File: config.mk
export PLATFORM = sky130hd
export DESIGN_NAME = mod_checker_q_flat
export DESIGN_NICKNAME = d
export VERILOG_FILES = /design/src/rtl/mod_checker_q_if.sv /design/src/rtl/mod_checker_q.sv /design/src/flat_wrapper.sv
export SDC_FILE = /design/constraint.sdc
export NUM_CORES = 1
export LEC_CHECK = 0
export ABC_AREA = 1
export CAP_MARGIN = 20
export CORE_ASPECT_RATIO = 0.8
export CORE_MARGIN = 5
export CORE_UTILIZATION = 40
export CTS_BUF_LIST = sky130_fd_sc_hd__clkbuf_4 sky130_fd_sc_hd__clkbuf_8
export DETAILED_ROUTE_END_ITERATION = 7
export GPL_ROUTABILITY_DRIVEN = 0
export SLEW_MARGIN = 20
export SYNTH_ARGS = -nofsm -noshare
export SYNTH_HDL_FRONTEND = slang
export SYNTH_SLANG_ARGS = --single-unit
File: constraint.sdc
create_clock -name clk -period 4.1 [get_ports clk]
set_input_delay 0.615 -clock clk [delete_from_list [all_inputs] [get_ports clk]]
set_output_delay 0.615 -clock clk [all_outputs]
set_load 0.01 [all_outputs]
File: src/rtl/mod_checker_q_if.sv
// rtl/mod_checker_q_if.sv - request/done handshake bundle for mod_checker_q
interface mod_checker_q_if #(
  parameter int INDEX_W = 3,
  parameter int CNT_W   = 3
);
  logic               en;
  logic [INDEX_W-1:0] index_in;
  logic               ready;
  logic               done;
  logic [INDEX_W-1:0] index_out;
  logic               done_ack;
  logic [CNT_W-1:0]   occupancy;

  modport master (
    output en, index_in, done_ack,
    input  ready, done, index_out, occupancy
  );

  modport slave (
    input  en, index_in, done_ack,
    output ready, done, index_out, occupancy
  );
endinterface

File: src/rtl/mod_checker_q.sv
// rtl/mod_checker_q.sv - in-order index queue releasing each entry LATENCY cycles after accept
// Optional counters done_count/drop_count enabled by MOD_CHECKER_Q_STATS_EN.
module mod_checker_q #(
  parameter int INDEX_W = 3,
  parameter int LATENCY = 4,
  parameter int DEPTH   = 4,
  parameter int CNT_W   = $clog2(DEPTH + 1)
) (
  input  logic             clk,
  input  logic             rst,
  mod_checker_q_if.slave   bus
`ifdef MOD_CHECKER_Q_STATS_EN
  ,
  output logic [15:0]      done_count,
  output logic [15:0]      drop_count
`endif
);
  localparam int              PTR_W   = $clog2(DEPTH);
  localparam logic [CNT_W-1:0] DEPTH_C = CNT_W'(DEPTH);
  localparam logic [7:0]      CD_INIT = 8'(LATENCY - 1);

  logic [INDEX_W-1:0] idx_mem [DEPTH];
  logic [7:0]         cnt_mem [DEPTH];
  logic [PTR_W-1:0]   wr_ptr;
  logic [PTR_W-1:0]   rd_ptr;
  logic [CNT_W-1:0]   occ;
  logic               push;
  logic               pop;
  logic               slot_free;
  logic               head_mature;

  assign bus.ready     = (occ < DEPTH_C);
  assign bus.occupancy = occ;
  assign push          = bus.en && bus.ready;
  assign slot_free     = !bus.done || bus.done_ack;
  assign head_mature   = (occ != '0) && (cnt_mem[rd_ptr] == 8'd0);
  assign pop           = head_mature && slot_free;

  // Index storage carries no reset; validity is implied by occupancy.
  always_ff @(posedge clk) begin
    if (push) idx_mem[wr_ptr] <= bus.index_in;
  end

  always_ff @(posedge clk) begin
    if (!rst) begin
      wr_ptr        <= '0;
      rd_ptr        <= '0;
      occ           <= '0;
      bus.done      <= 1'b0;
      bus.index_out <= '0;
      for (int i = 0; i < DEPTH; i++) cnt_mem[i] <= 8'd0;
    end else begin
      // Stale slots also count down; harmless since they are overwritten on push.
      for (int i = 0; i < DEPTH; i++) begin
        if (cnt_mem[i] != 8'd0) cnt_mem[i] <= cnt_mem[i] - 8'd1;
      end
      if (push) begin
        cnt_mem[wr_ptr] <= CD_INIT;
        wr_ptr          <= wr_ptr + 1'b1;
      end
      if (pop) begin
        rd_ptr        <= rd_ptr + 1'b1;
        bus.done      <= 1'b1;
        bus.index_out <= idx_mem[rd_ptr];
      end else if (slot_free) begin
        bus.done <= 1'b0;
      end
      case ({push, pop})
        2'b10:   occ <= occ + 1'b1;
        2'b01:   occ <= occ - 1'b1;
        default: occ <= occ;
      endcase
    end
  end

`ifdef MOD_CHECKER_Q_STATS_EN
  always_ff @(posedge clk) begin
    if (!rst) begin
      done_count <= 16'd0;
      drop_count <= 16'd0;
    end else begin
      if (bus.done && bus.done_ack) done_count <= done_count + 16'd1;
      if (bus.en && !bus.ready && drop_count != 16'hFFFF) drop_count <= drop_count + 16'd1;
    end
  end
`endif
endmodule

File: src/flat_wrapper.sv
// flat-port wrapper written by rule: the top's interface ports become plain ports
module mod_checker_q_flat 
#(
  parameter int INDEX_W = 3,
  parameter int LATENCY = 4,
  parameter int DEPTH   = 4,
  parameter int CNT_W   = $clog2(DEPTH + 1)
)
  (clk, rst, bus_en, bus_index_in, bus_done_ack, bus_ready, bus_done, bus_index_out, bus_occupancy);
  mod_checker_q_if #(.INDEX_W(INDEX_W), .CNT_W(CNT_W)) bus_i ();
  input  logic clk;
  input  logic rst;
  input wire logic [$bits(bus_i.en)-1:0] bus_en;
  input wire logic [$bits(bus_i.index_in)-1:0] bus_index_in;
  input wire logic [$bits(bus_i.done_ack)-1:0] bus_done_ack;
  output wire logic [$bits(bus_i.ready)-1:0] bus_ready;
  output wire logic [$bits(bus_i.done)-1:0] bus_done;
  output wire logic [$bits(bus_i.index_out)-1:0] bus_index_out;
  output wire logic [$bits(bus_i.occupancy)-1:0] bus_occupancy;
  assign bus_i.en = bus_en;
  assign bus_i.index_in = bus_index_in;
  assign bus_i.done_ack = bus_done_ack;
  assign bus_ready = bus_i.ready;
  assign bus_done = bus_i.done;
  assign bus_index_out = bus_i.index_out;
  assign bus_occupancy = bus_i.occupancy;
  mod_checker_q #(.INDEX_W(INDEX_W), .LATENCY(LATENCY), .DEPTH(DEPTH), .CNT_W(CNT_W)) u_core (.clk(clk), .rst(rst), .bus(bus_i));
endmodule
==> impl_metrics.sql <==
INSERT INTO impl_metrics (metric_group, metric, value, unit) VALUES
('status', 'run_status', 'finished, final reports clean', ''),
('cts', 'clk_latency', '0.34', 'ns'),
('timing', 'postLayoutSetupSlackWorst', '1.74', 'ns'),
('setup_path', 'critical_path.endpoint_type', 'flop', ''),
('timing', 'slew_viol_final', '0', ''),
('final_layout', 'multi_input_area', '1340', 'sq um'),
('routing', 'detail_route.wl_per_cell', '11.9', 'um'),
('place', 'pre_cts_slack', '1.39', 'ns'),
('global_routing', 'grt_max_degree', '15', ''),
('synthesis', 'yosysSeqAreaShare', '44.1', '%'),
('timing', 'fin_skew', '0.00866', 'ns'),
('timing', 'min_period_over_period', '57.7', '%'),
('routing', 'drc_errors', '0', ''),
('final_layout', 'post_layout_nonfiller_instances', '470', ''),
('setup_path', 'arrival_time_reported_for_the_critical_path_endpoint', '2.59', 'ns'),
('global_routing', 'grt_antenna_before_repair', '0', ''),
('pwr', 'leakage', '1.34', 'nW'),
('routing', 'detail-route-antenna-nets', '0', ''),
('routing', 'detailroute.wirelength.met3', '224', 'um'),
('timing', 'rsz_0062_raised_after_global_routing', 'no', ''),
('place', 'dp_hpwl', '4.18', 'mm'),
('cts', 'cts-buffers-inserted', '9', ''),
('die', 'die_height', '85.6', 'um'),
('pwr', 'ir_worst_vdd', '0.000364', 'V'),
('final_layout', 'antennaDiodeCount', '0', ''),
('final_layout', 'fin_nets', '399', ''),
('global_routing', 'total_routing_usage_reported_by_global_routing', '13.5', '%'),
('cts', 'buffer_cell_driving_the_clock_tree_root', 'clkbuf_8', ''),
('routing', 'postRouteWirelength', '5.60', 'mm'),
('die', 'initial_utilization', '41.3', '%'),
('global_routing', 'grt_pass1_wl', '9.73', 'mm'),
('final_layout', 'layout-area-overhead-vs-synth', '15.0', '%'),
('die', 'floorplan.core_area', '6930', 'sq um'),
('routing', 'drt_first_pass_iters', '4', ''),
('die', 'dieArea', '8950', 'sq um'),
('timing', 'setup-violations-final', '0', ''),
('synthesis', 'number_of_synthesized_flops_with_an_enable_pin', '12', ''),
('setup_path', 'cpMaxStageDelayCell', 'clkdlybuf4s50_1', ''),
('final_layout', 'ff_latch_area', '1260', 'sq um'),
('routing', 'met2_wirelength', '2.24', 'mm'),
('synthesis', 'post-synth-top-count-cell', 'nor2_1', ''),
('timing', 'timing_worst_slew_pin_value', '0.573', 'ns'),
('synthesis', 'synth_common_cells', '51 x nor2_1, 48 x inv_1, 45 x dfxtp_1', ''),
('timing', 'report.final.hold_viol_count', '0', ''),
('routing', 'vias', '2248', ''),
('setup_path', 'timing.critical_path.required', '4.32', 'ns'),
('setup_path', 'critical_path_class', 'primary input to flop', ''),
('timing', 'f_max', '423', 'MHz'),
('setup_path', 'critical-path-max-stage-delay', '0.46', 'ns'),
('setup_path', 'crit_chain', 'clkdlybuf4s50_1, nor2_1, inv_1, nand4_4, clkinv_2, ha_1, inv_1, fa_1, a21oi_1, o21ai_0, o21ai_0, a21oi_1', ''),
('routing', 'vias_per_cell', '4.78', ''),
('cts', 'cts_tree', 'yes', ''),
('synthesis', 'post_synth_num_cell_types', '37', ''),
('final_layout', 'fillers', '676', ''),
('cts', 'postCtsHoldBufs', '0', ''),
('synthesis', 'primary_flip_flop_cell_chosen_by_synthesis_mapping', 'dfxtp_1', ''),
('pwr', 'p_per_area', '823', 'nW/um^2'),
('synthesis', 'synth_top_area_share', '31.5', '%'),
('synthesis', 'yosysWarningCount', '0', ''),
('synthesis', 'avgSynthCellArea', '8.06', 'sq um'),
('timing', 'final.setup.tns', '0', 'ns'),
('routing', 'routedLengthMet1', '3.07', 'mm'),
('synthesis', 'synth-async-reset-ratio', '0', '%'),
('timing', 'slew-limit-headroom', '61.4', '%'),
('synthesis', 'synthesis.area', '2860', 'sq um'),
('synthesis', 'postSynthRegisterBits', '57', ''),
('place', 'post-place-cells', '454', ''),
('setup_path', 'slack_of_the_worst_reg_to_reg_path', '1.78', 'ns'),
('cts', 'cts.clk_slew.worst_paths', '0.07', 'ns'),
('routing', 'initialDrtViolationCount', '95', ''),
('cts', 'postCtsSetupRepairBufs', '0', '');
[through the flow]
step	power, mW	instance area (sq um)
global placement	2.22	3100
global route	2.98	3290
floorplan	1.94	2860
CTS	2.74	3290
detailed placement	2.23	3100
finish	2.71	3290
[cell families (layout without fill, tap and decap cells)]
logic type               count (synthesis)  in the layout  synth area share, %
adder cells (fa/ha/maj)                 14             14                 6.39
AO/OA/AOI/OAI                           67             67                 13.7
flip-flops                              57             57                 44.1
AND/OR/NAND/NOR                        148            148                 26.4
XOR/XNOR                                 1              1                0.306
buffers and inverters                   68             96                 9.10
[sequential cells by signal (all words and copies together), names as in the netlist, named ones only]
signal	count
u_core.bus.done	1
u_core.bus.index_out	3
u_core.bus.occupancy	3
u_core.cnt_mem	32
u_core.idx_mem	12
u_core.rd_ptr	2
u_core.wr_ptr	2
[layout make-up]
cell class	count	share of cell area, %
inverters	65	7.46
clock inverters	4	0.837
multi-input cells	230	40.7
well taps	87	3.31
repair buffers	15	4.49
clock buffers	12	4.83
flip-flops and latches	57	38.4
[cells in the final DEF (no fill, tap or decap), types with 2 or more instances in the layout]
master	instances
nor2_1	51
a21oi_1	24
o21ai_0	18
nand3_1	20
o22ai_1	3
nor2_2	7
a31oi_1	2
nand4_1	5
inv_2	16
ha_1	13
edfxtp_1	12
clkbuf_8	11
nand2_1	39
nor3_4	2
dfxtp_1	45
inv_1	48
clkdlybuf4s50_1	14
nand3_2	3
clkinvlp_4	3
nor3_1	5
nor2_4	5
nand2_2	5
o211ai_1	7
clkinv_2	2
o21a_1	4
a211oi_1	4
[final timing paths]
path | startpoint | to | depth (start not counted)
worst min-delay path | u_core.cnt_mem[0][5] | u_core.cnt_mem[0][5] | 2
worst max-delay path | bus_done_ack | u_core.bus.occupancy[2] | 12
worst min register to register | u_core.cnt_mem[0][5] | u_core.cnt_mem[0][5] | 2
worst max register to register | u_core.cnt_mem[3][4] | u_core.bus.occupancy[2] | 14
[where the power goes]
part	switching, mW	internal (mW)	total (mW)
Combinational	0.813	0.499	1.31
Sequential	0.142	0.770	0.911
Clock	0.225	0.258	0.483
[critical path, delay by kind of cell]
kind | cells | cell delay (ns)
AO/OA/AOI/OAI | 4 | 0.46
adder cells (fa/ha/maj) | 2 | 0.54
buffers and inverters | 4 | 0.75
AND/OR/NAND/NOR | 2 | 0.22
[routing by layer]
| metal | vias to the layer above | global-route usage (%) |
|---|---|---|
| met5 | - | 0 |
| met1 | 1001 | 19.4 |
| met4 | 0 | 4.94 |
| met2 | 29 | 18.6 |
| li1 | 1212 | - |
| met3 | 6 | 4.59 |
Note: power is estimated with default switching activity, not from simulation.
==> variant, RTL diff (same settings) <==
`INDEX_W` is set to 3 in 3 places; all go to 2.
--- a/src/rtl/mod_checker_q_if.sv
+++ b/src/rtl/mod_checker_q_if.sv
@@ -1,6 +1,6 @@
 // rtl/mod_checker_q_if.sv - request/done handshake bundle for mod_checker_q
 interface mod_checker_q_if #(
-  parameter int INDEX_W = 3,
+  parameter int INDEX_W = 2,
   parameter int CNT_W   = 3
 );
   logic               en;
--- a/src/rtl/mod_checker_q.sv
+++ b/src/rtl/mod_checker_q.sv
@@ -1,7 +1,7 @@
 // rtl/mod_checker_q.sv - in-order index queue releasing each entry LATENCY cycles after accept
 // Optional counters done_count/drop_count enabled by MOD_CHECKER_Q_STATS_EN.
 module mod_checker_q #(
-  parameter int INDEX_W = 3,
+  parameter int INDEX_W = 2,
   parameter int LATENCY = 4,
   parameter int DEPTH   = 4,
   parameter int CNT_W   = $clog2(DEPTH + 1)
--- a/src/flat_wrapper.sv
+++ b/src/flat_wrapper.sv
@@ -1,7 +1,7 @@
 // flat-port wrapper written by rule: the top's interface ports become plain ports
 module mod_checker_q_flat 
 #(
-  parameter int INDEX_W = 3,
+  parameter int INDEX_W = 2,
   parameter int LATENCY = 4,
   parameter int DEPTH   = 4,
   parameter int CNT_W   = $clog2(DEPTH + 1)
Interface: changed (resized bus_index_in and bus_index_out); port bits go from 15 to 13. The function was not compared with the original's and may differ.
==> variant against the original RTL <==
- worst setup slack gained 0.051 ns
- first-iteration DRC count increased by 17%
- power decreased by 17%
- wire length fell by 16%
- via count decreased by 12%
- synthesized cell count shrank 6.5%
- area after synthesis is 9.1% lower
- clock power is 36% lower
- sequential cell count fell by 5
- highest routed layer unchanged
- worst hold slack worse by 0.011 ns
- register-to-register slack better by 0.02 ns
- design area down 12%
==> variant: results (changes against the original RTL) <==
metric;value;unit;change
ctsHtreeMaxLevel;2;;-1
fillCellCount;642;;-5.0%
worst_slew_pin_slew;0.618;ns;+0.0452 ns
yosysWarnings;0;;unchanged
slowest_delay;0.45;ns;
top_register;u_core.cnt_mem;;
cp_max_fo;6;;-2
vias_per_cell;4.55;;-4.9%
synthTopCellsByCount;nor2_1 (51), inv_1 (49), nand2_1 (45);;
grt_pass1_wl;8.21;mm;-16%
critPathArrivalTime;2.53;ns;-0.06 ns
grt_pass1_vias;1851;;-12%
wl_per_cell;10.9;um;-8.8%
antenna_found_initial;0;;unchanged
ys_top_cells_by_area;dfxtp_1 (34%), edfxtp_1 (9.2%), nor2_1 (7.4%);;
hp-class;flip-flop to flip-flop;;
clock_path_buffers;2;;unchanged
cp_slowest_cell;clkdlybuf4s50_1;;
grt_max_degree;21;;+6
post-cts-setup-buffers;0;;unchanged
hpwlAfterDp;3.54;mm;-15%
diodes;0;;unchanged
numCtsBuffers;5;;-4
peakVddDrop;0.285;mV;-22%
drive_gt1_share;10.3;%;-5.6 points
status;finished clean;;
drtPass1Iterations;4;;unchanged
clk_latency;0.32;ns;-0.02 ns
synth_nets;352;;-6.4%
netlist-cell-type-count;34;;-8.1%
synth_edf_count;8;;-4
clk_pin_slew_worst_paths;0.11;ns;+0.04 ns
nets;369;;-7.5%
drt_iter0_drc;111;;+17%
postCtsResizedCells;0;;unchanged
leakage;0.00124;uW;-7.7%
finalClockSkew;0.0205;ns;+0.0119 ns
ys_seq_area_share;43.1;%;-0.98 points
cts_root_buffer;clkbuf_8;;
postSynth.asyncResetShare;0;%;unchanged
io_buffers;12;;-2
grt_usage;12.6;%;-0.86 points
largest_reg_flops;32;;unchanged
==> variant: layer usage <==
layer / wire length [um] / GRT usage (%)
met1: 2580 / 17.5
met2: 1890 / 18.7
met3: 170 / 3.27
met4: 75 / 5.25
met5: 0 / 0
==> variant: worst paths after layout <==
| kind | from | depth (start not counted) | slack (ns) | end |
|---|---|---|---|---|
| worst max-delay path | bus_done_ack | 12 | 1.79 | u_core.bus.occupancy[2] |
| worst min-delay path | u_core.cnt_mem[3][7] | 1 | 0.46 | u_core.cnt_mem[3][7] |
| worst max register to register | u_core.cnt_mem[1][2] | 14 | 1.80 | u_core.bus.occupancy[2] |
| worst min register to register | u_core.cnt_mem[3][7] | 1 | 0.46 | u_core.cnt_mem[3][7] |
==> variant: cells by family (layout without fill, tap and decap cells) <==
| family | after synthesis | after routing | share of synthesized area [%] |
|---|---|---|---|
| compound gates | 52 | 52 | 11.9 |
| xor+xnor | 9 | 9 | 3.03 |
| fa+ha+maj | 14 | 14 | 7.03 |
| buf+inv | 64 | 82 | 9.62 |
| flops | 52 | 52 | 43.1 |
| simple gates | 141 | 141 | 25.3 |
==> variant: stage by stage <==
stage,std cells,setup slack [ns],hold slack (ns),utilization [%],cell area [sq um]
floorplan,332,2.04,0.428,-,2600
global placement,426,1.51,0.440,44.3,2810
detailed placement,426,1.46,0.448,44.3,2810
CTS,434,1.80,0.461,45.8,2910
global route,434,1.53,0.488,45.8,2910
finish,434,1.79,0.458,45.8,2910
==> variant: worst max-delay path: cells and delay by family <==
kind,cells,cell delay (ns)
AO/OA/AOI/OAI,4,0.47
adder cells (fa/ha/maj),2,0.51
buffers and inverters,4,0.71
AND/OR/NAND/NOR,2,0.21
==> variant: cell type report <==
type                       count  area, sq um  share of cell area [%]
clock buffer                   6         76.3                    2.63
clock inverter                 2         16.3                   0.560
inverter                      61          230                    7.92
multi-input combinational    216         1230                    42.3
sequential                    52         1120                    38.6
tap                           84          105                    3.62
timing repair buffer          13          128                    4.39
==> variant: power by group <==
group	total (uW)	internal [uW]	switching, uW
Clock	308	129	179
Combinational	1120	427	695
Sequential	807	693	114
Total	2240	1250	988
